===== src/rtl/capture_buffer.sv =====
// capture_buffer: level-triggered ADC frame capture with decimation; each completed frame is
// published as a stable registered array. Define CAPTURE_BUFFER_AUTO_TRIG_EN for the ARMED timeout trigger.
module capture_buffer #(
  parameter int unsigned SAMPLES = 80,
  parameter int unsigned DW = 12
`ifdef CAPTURE_BUFFER_AUTO_TRIG_EN
  ,
  parameter int unsigned AUTO_TIMEOUT = 4096
`endif
) (
  input  logic          clk,
  input  logic          rst,
  input  logic          sample_valid,
  input  logic [DW-1:0] sample,
  input  logic [DW-1:0] trig_level,
  input  logic [7:0]    decim,
  input  logic          arm,
  input  logic          continuous,
  output logic [DW-1:0] data [0:SAMPLES-1],
  output logic          frame_valid,
  output logic          busy,
  output logic          triggered
);

  localparam int unsigned IW = (SAMPLES > 1) ? $clog2(SAMPLES) : 1;

  typedef enum logic [1:0] {IDLE, ARMED, CAPTURE, PUBLISH} state_t;

  state_t        state;
  logic [DW-1:0] frame_buf [0:SAMPLES-1];
  logic [DW-1:0] prev;
  logic          prev_ok;
  logic [IW-1:0] idx;
  logic [7:0]    dcnt;
  logic [7:0]    decim_q;
  logic          level_trig;
  logic          fire;

  // Rising crossing: previous valid sample below threshold, current one at or above it.
  assign level_trig = sample_valid && prev_ok && (prev < trig_level) && (sample >= trig_level);

`ifdef CAPTURE_BUFFER_AUTO_TRIG_EN
  localparam int unsigned TW = (AUTO_TIMEOUT > 1) ? $clog2(AUTO_TIMEOUT) : 1;

  logic [TW-1:0] tcnt;

  // Counts valid samples while ARMED; any other state holds it at zero, so it restarts on entry.
  always_ff @(posedge clk) begin
    if (rst) begin
      tcnt <= '0;
    end else if (state != ARMED) begin
      tcnt <= '0;
    end else if (sample_valid) begin
      tcnt <= tcnt + TW'(1);
    end
  end

  assign fire = level_trig || (sample_valid && (tcnt == TW'(AUTO_TIMEOUT - 1)));
`else
  assign fire = level_trig;
`endif

  // Capture FSM with registered status outputs.
  always_ff @(posedge clk) begin
    if (rst) begin
      state       <= IDLE;
      prev        <= '0;
      prev_ok     <= 1'b0;
      idx         <= '0;
      dcnt        <= '0;
      decim_q     <= '0;
      frame_valid <= 1'b0;
      busy        <= 1'b0;
      triggered   <= 1'b0;
      for (int unsigned i = 0; i < SAMPLES; i++) begin
        frame_buf[i] <= '0;
        data[i]      <= '0;
      end
    end else begin
      frame_valid <= 1'b0;
      case (state)
        IDLE: begin
          if (arm) begin
            state   <= ARMED;
            prev_ok <= 1'b0;
            busy    <= 1'b1;
          end
        end
        ARMED: begin
          if (sample_valid) begin
            prev    <= sample;
            prev_ok <= 1'b1;
            if (fire) begin
              frame_buf[0] <= sample;
              idx          <= IW'(1);
              dcnt         <= '0;
              decim_q      <= decim;
              state        <= CAPTURE;
              triggered    <= 1'b1;
            end
          end
        end
        CAPTURE: begin
          if (sample_valid) begin
            if (dcnt == decim_q) begin
              frame_buf[idx] <= sample;
              dcnt           <= '0;
              if (idx == IW'(SAMPLES - 1)) begin
                state <= PUBLISH;
              end else begin
                idx <= idx + IW'(1);
              end
            end else begin
              dcnt <= dcnt + 8'd1;
            end
          end
        end
        PUBLISH: begin
          // Samples arriving this cycle are intentionally dropped.
          for (int unsigned i = 0; i < SAMPLES; i++) begin
            data[i] <= frame_buf[i];
          end
          frame_valid <= 1'b1;
          triggered   <= 1'b0;
          if (continuous) begin
            state   <= ARMED;
            prev_ok <= 1'b0;
          end else begin
            state <= IDLE;
            busy  <= 1'b0;
          end
        end
        default: begin
          state <= IDLE;
        end
      endcase
    end
  end

endmodule


===== config.mk =====
export PLATFORM = sky130hd
export DESIGN_NAME = capture_buffer
export DESIGN_NICKNAME = d
export VERILOG_FILES = /design/src/rtl/capture_buffer.sv
export SDC_FILE = /design/constraint.sdc
export NUM_CORES = 2
export LEC_CHECK = 0
export ABC_AREA = 1
export CAP_MARGIN = 10
export CORE_AREA = 2 2 387 389
export DETAILED_ROUTE_END_ITERATION = 6
export DIE_AREA = 0 0 389 391
export GPL_TIMING_DRIVEN = 0
export PLACE_DENSITY = 0.75
export SLEW_MARGIN = 20
export SYNTH_ARGS = -nofsm -noshare
export SYNTH_HDL_FRONTEND = slang
export SYNTH_SLANG_ARGS = --single-unit

===== constraint.sdc =====
create_clock -name clk -period 5.8 [get_ports clk]
set_input_delay 1.16 -clock clk [delete_from_list [all_inputs] [get_ports clk]]
set_output_delay 1.16 -clock clk [all_outputs]
set_load 0.005 [all_outputs]

==> impl_results.md <==
* Status: complete, but fails checks
* Failing checks: design-rule violations
* Row count at ~140
* Clock network power share at between 30% and 40%
* Violation count after the first detailed-route iteration at 5858
* Num CTS Buffers at 190
* RSZ-0062 raised after global routing: no
* # Post-CTS Setup Buffers at 0
* CTS Sinks at 1961
* CTS Hold Bufs at 0
* Worst Path Max Fanout at 12
* Top Layer Used: met5
* Net Sw Frac at a little over a quarter
* RD Place Congestion at between 0.9 and 1
* Switching power total at 8.67 mW
* Max Freq at between 150 and 200 MHz
* Final WL at approximately 280000 µm
* Clk slew on worst S/H paths at around 60 ps
* Setup CP Type: input port to flop
* GRT overflow at 0
* Crit. End Element: flop
* Post-synth cell types at 33
* Final ANT Viol Nets at 0
* Vias at ~56000
* Slew HR at roughly 17%
* IO Port Bufs at 998
* Syn nets at ~6900
* Pin count of the biggest net entering global routing at 17
* Total Die Area at roughly 0.15 mm²
* Buf+Inv Stages, Crit Path at 4
* Register share of total power at between 40% and 50%
* Die Y at approximately 390 µm
* CTS HTree Levels at 4
* Initial Utilization at between 40% and 50%
* DRC Markers at 3
* Clock Latency Late Sink at 860 ps
* P_leak at 35.4 nW
* Fin crit period at 5710 ps
* CTS tree: built
* Cell Int Power at around 24 mW
* Post-Layout Cell Count at ~10000
* Io pins at 1000
* Fin crit share at 98.4%
* Hold WS at ~450 ps
* Routed length on met2 at ~120000 µm
* Vias in the first global route at around 54000
* CTS resizes at 0
* Max Transition Viols Final at 0
* Critical Path AT at approximately 6100 ps
* Final instance area at around 0.088 mm²
* Syn Std Cell Area at between 0.06 and 0.07 mm²
* Gr usage total at 35.3%
* Initial antenna violation count at 20
* Synth Instances at ~7000
* Combinational fraction of design power at 12.6%
* Nets at about 8200
* Core area at between 0.1 and 0.15 mm²
* Crit path top cell by count: nand2_1
* Worst path max stage delay at roughly 800 ps
* Post-DP HPWL at ~200000 µm
* Layout Skew at 53.8 ps
* Layout cell share with drive strength beyond 1 at 5.77%
* Met3 wire length at roughly 33000 µm
* Largest delay share family, worst path: buffers and inverters
* DR pass1 iterations at 7
* Routed len/inst at 26.9 µm
* Sequential-to-total area share from yosys stat at between 70% and 80%
* CTS root buf: clkbuf_16
* Via density at about 5.5
* Worst VDD drop at 0.253 mV
* Startpoint Class: input port
* Dpl cell area at approximately 0.08 mm²
* Synthesized flop and latch total at between 1500 and 2000
* Number of max-cap violations at 0
* Hold Path Class: flop to flop
* Die width at slightly below 400 µm
* PD cells at about 370 mW/mm²
* Clock buffer depth at 3
* WL met1 at approximately 96000 µm
* # setup viols final at 0
* Required @ worst endpoint at 6160 ps
* Slowest-stage cell, CP: clkbuf_1
* Area delta synth->final at 27.8%
* First-pass GRT wire length at between 300000 and 400000 µm
* Crit-path cells: clkdlybuf4s50_1, inv_2, clkbuf_1, ha_1, nand2_1, nand3b_1, nand2_1, nand2_1, nand2_1, nand2_1, nand4_1, nand2_2, nand3_1, clkbuf_1, nand2_1
* Avg Cell Area, Syn at 10.1 µm²
* Synthesis Warnings at 0
* Slew @ Worst Pin at between 1000 and 1500 ps
* Final hold violations at 0
* # placed instances at 9843
## Yosys cell counts
cell,number,share of area (%)
ha_1,29,0.52
o21a_1,1,0.011
o22ai_1,2,0.018
xor2_1,5,0.063
dfxtp_1,1001,29
edfxtp_1,960,42
nand2_1,269,1.5
nor2_2,2,0.018
o41ai_1,1,0.013
a211oi_1,1,0.011
nand4_1,2,0.018
o31ai_1,1,0.011
nor3_1,7,0.051
nor3_4,3,0.071
inv_1,57,0.31
o21ai_1,1,0.0072
nor2_4,1,0.016
or2_2,1,0.0091
nor2_1,2934,16
buf_2,73,0.53
buf_1,17,0.092
o21ai_0,984,7.1
a21oi_1,45,0.33
clkbuf_1,429,2.3
nand3_1,26,0.19
nor4_2,1,0.018
a31o_2,1,0.013
o21bai_1,1,0.011
nand3b_1,2,0.022
nand4_2,1,0.018
nand3_2,2,0.029
inv_2,14,0.076
xnor2_1,4,0.051
## flip-flops by register name, summed over array words and instances, names as in the netlist
signal       count
busy             1
data           960
dcnt             8
decim_q          8
frame_buf      960
frame_valid      1
idx              7
prev            12
prev_ok          1
state            2
triggered        1
## worst reg2reg max path, stage by stage (launching register included)
cell and delay [ps]:
dfxtp_1 430, xnor2_1 210, nand2_1 90, nor2_1 290, nand3_2 180, nor2_4 250
nand2_1 110, nor2_1 840, nand3_1 410, clkbuf_1 470, nand2_1 750
## path summary, 6_finish.rpt
path,start,end,slack [ps],cells past startpoint
max,sample[0],frame_buf[64][1],90,15
min,frame_buf[58][8],data[260],450,2
max reg2reg,dcnt[4],frame_buf[64][1],1400,10
min reg2reg,frame_buf[58][8],data[260],450,2
## area by class of cell
class                           instances  area [µm²]
Fill cell                           12000       60100
Sequential cell                      1961       48900
Multi-Input combinational cell       4327       18100
Timing Repair Buffer                 1021       10400
Clock buffer                          271        5400
Tap cell                             1944        2430
Buffer                                519        2100
Clock inverter                         90         870
Inverter                               71         267
Antenna cell                            5        12.5
## layer usage
layer  vias to the layer above  track usage [%]
met5                         -                0
met4                         2             23.8
met3                       792             11.7
met2                      3328             56.0
met1                     27100             40.7
li1                      24900                -
## power groups by stage
stage          Sequential, mW  Combinational [mW]  Clock [mW]
2_1_floorplan            16.3                1.46           0
3_3_place_gp             16.4                3.94           0
3_5_place_dp             16.5                4.04           0
4_1_cts                  16.2                4.08        12.5
5_1_grt                  16.3                4.40        13.0
6_report                 16.2                4.13        12.5
## metrics by stage
stage | setup TNS, ps | total power, mW | utilization [%] | setup WS (ps)
after floorplan | 0 | 17.7 | - | 2340
after global placement | -248330 | 20.4 | 54.9 | -1440
after detailed placement | -11530 | 20.5 | 55.3 | -729
after CTS | 0 | 32.7 | 59.5 | 127
after global routing | 0 | 33.7 | 59.5 | 51.6
final | 0 | 32.8 | 59.5 | 91.4
## kinds of logic after synthesis
group,share of synthesized area (%)
flip-flops,70.6
buffers and inverters,3.33
adder cells (fa/ha/maj),0.525
AND/OR/NAND/NOR,17.8
XOR/XNOR,0.114
AO/OA/AOI/OAI,7.54
## placed cells by master (no fill, tap or decap), types with 9 or more instances in the layout
cell type,count
inv_1,57
a21oi_1,45
dfxtp_1,1001
nand3_1,26
clkbuf_16,192
inv_2,14
buf_2,74
ha_1,29
clkinv_2,35
clkbuf_1,426
o21ai_0,984
clkbuf_8,30
clkdlybuf4s50_1,998
buf_1,17
bufinv_16,9
nor2_1,2926
clkbuf_2,52
nand2_1,268
clkinv_1,20
edfxtp_1,960
No activity file was read; power rests on OpenSTA's default activity.
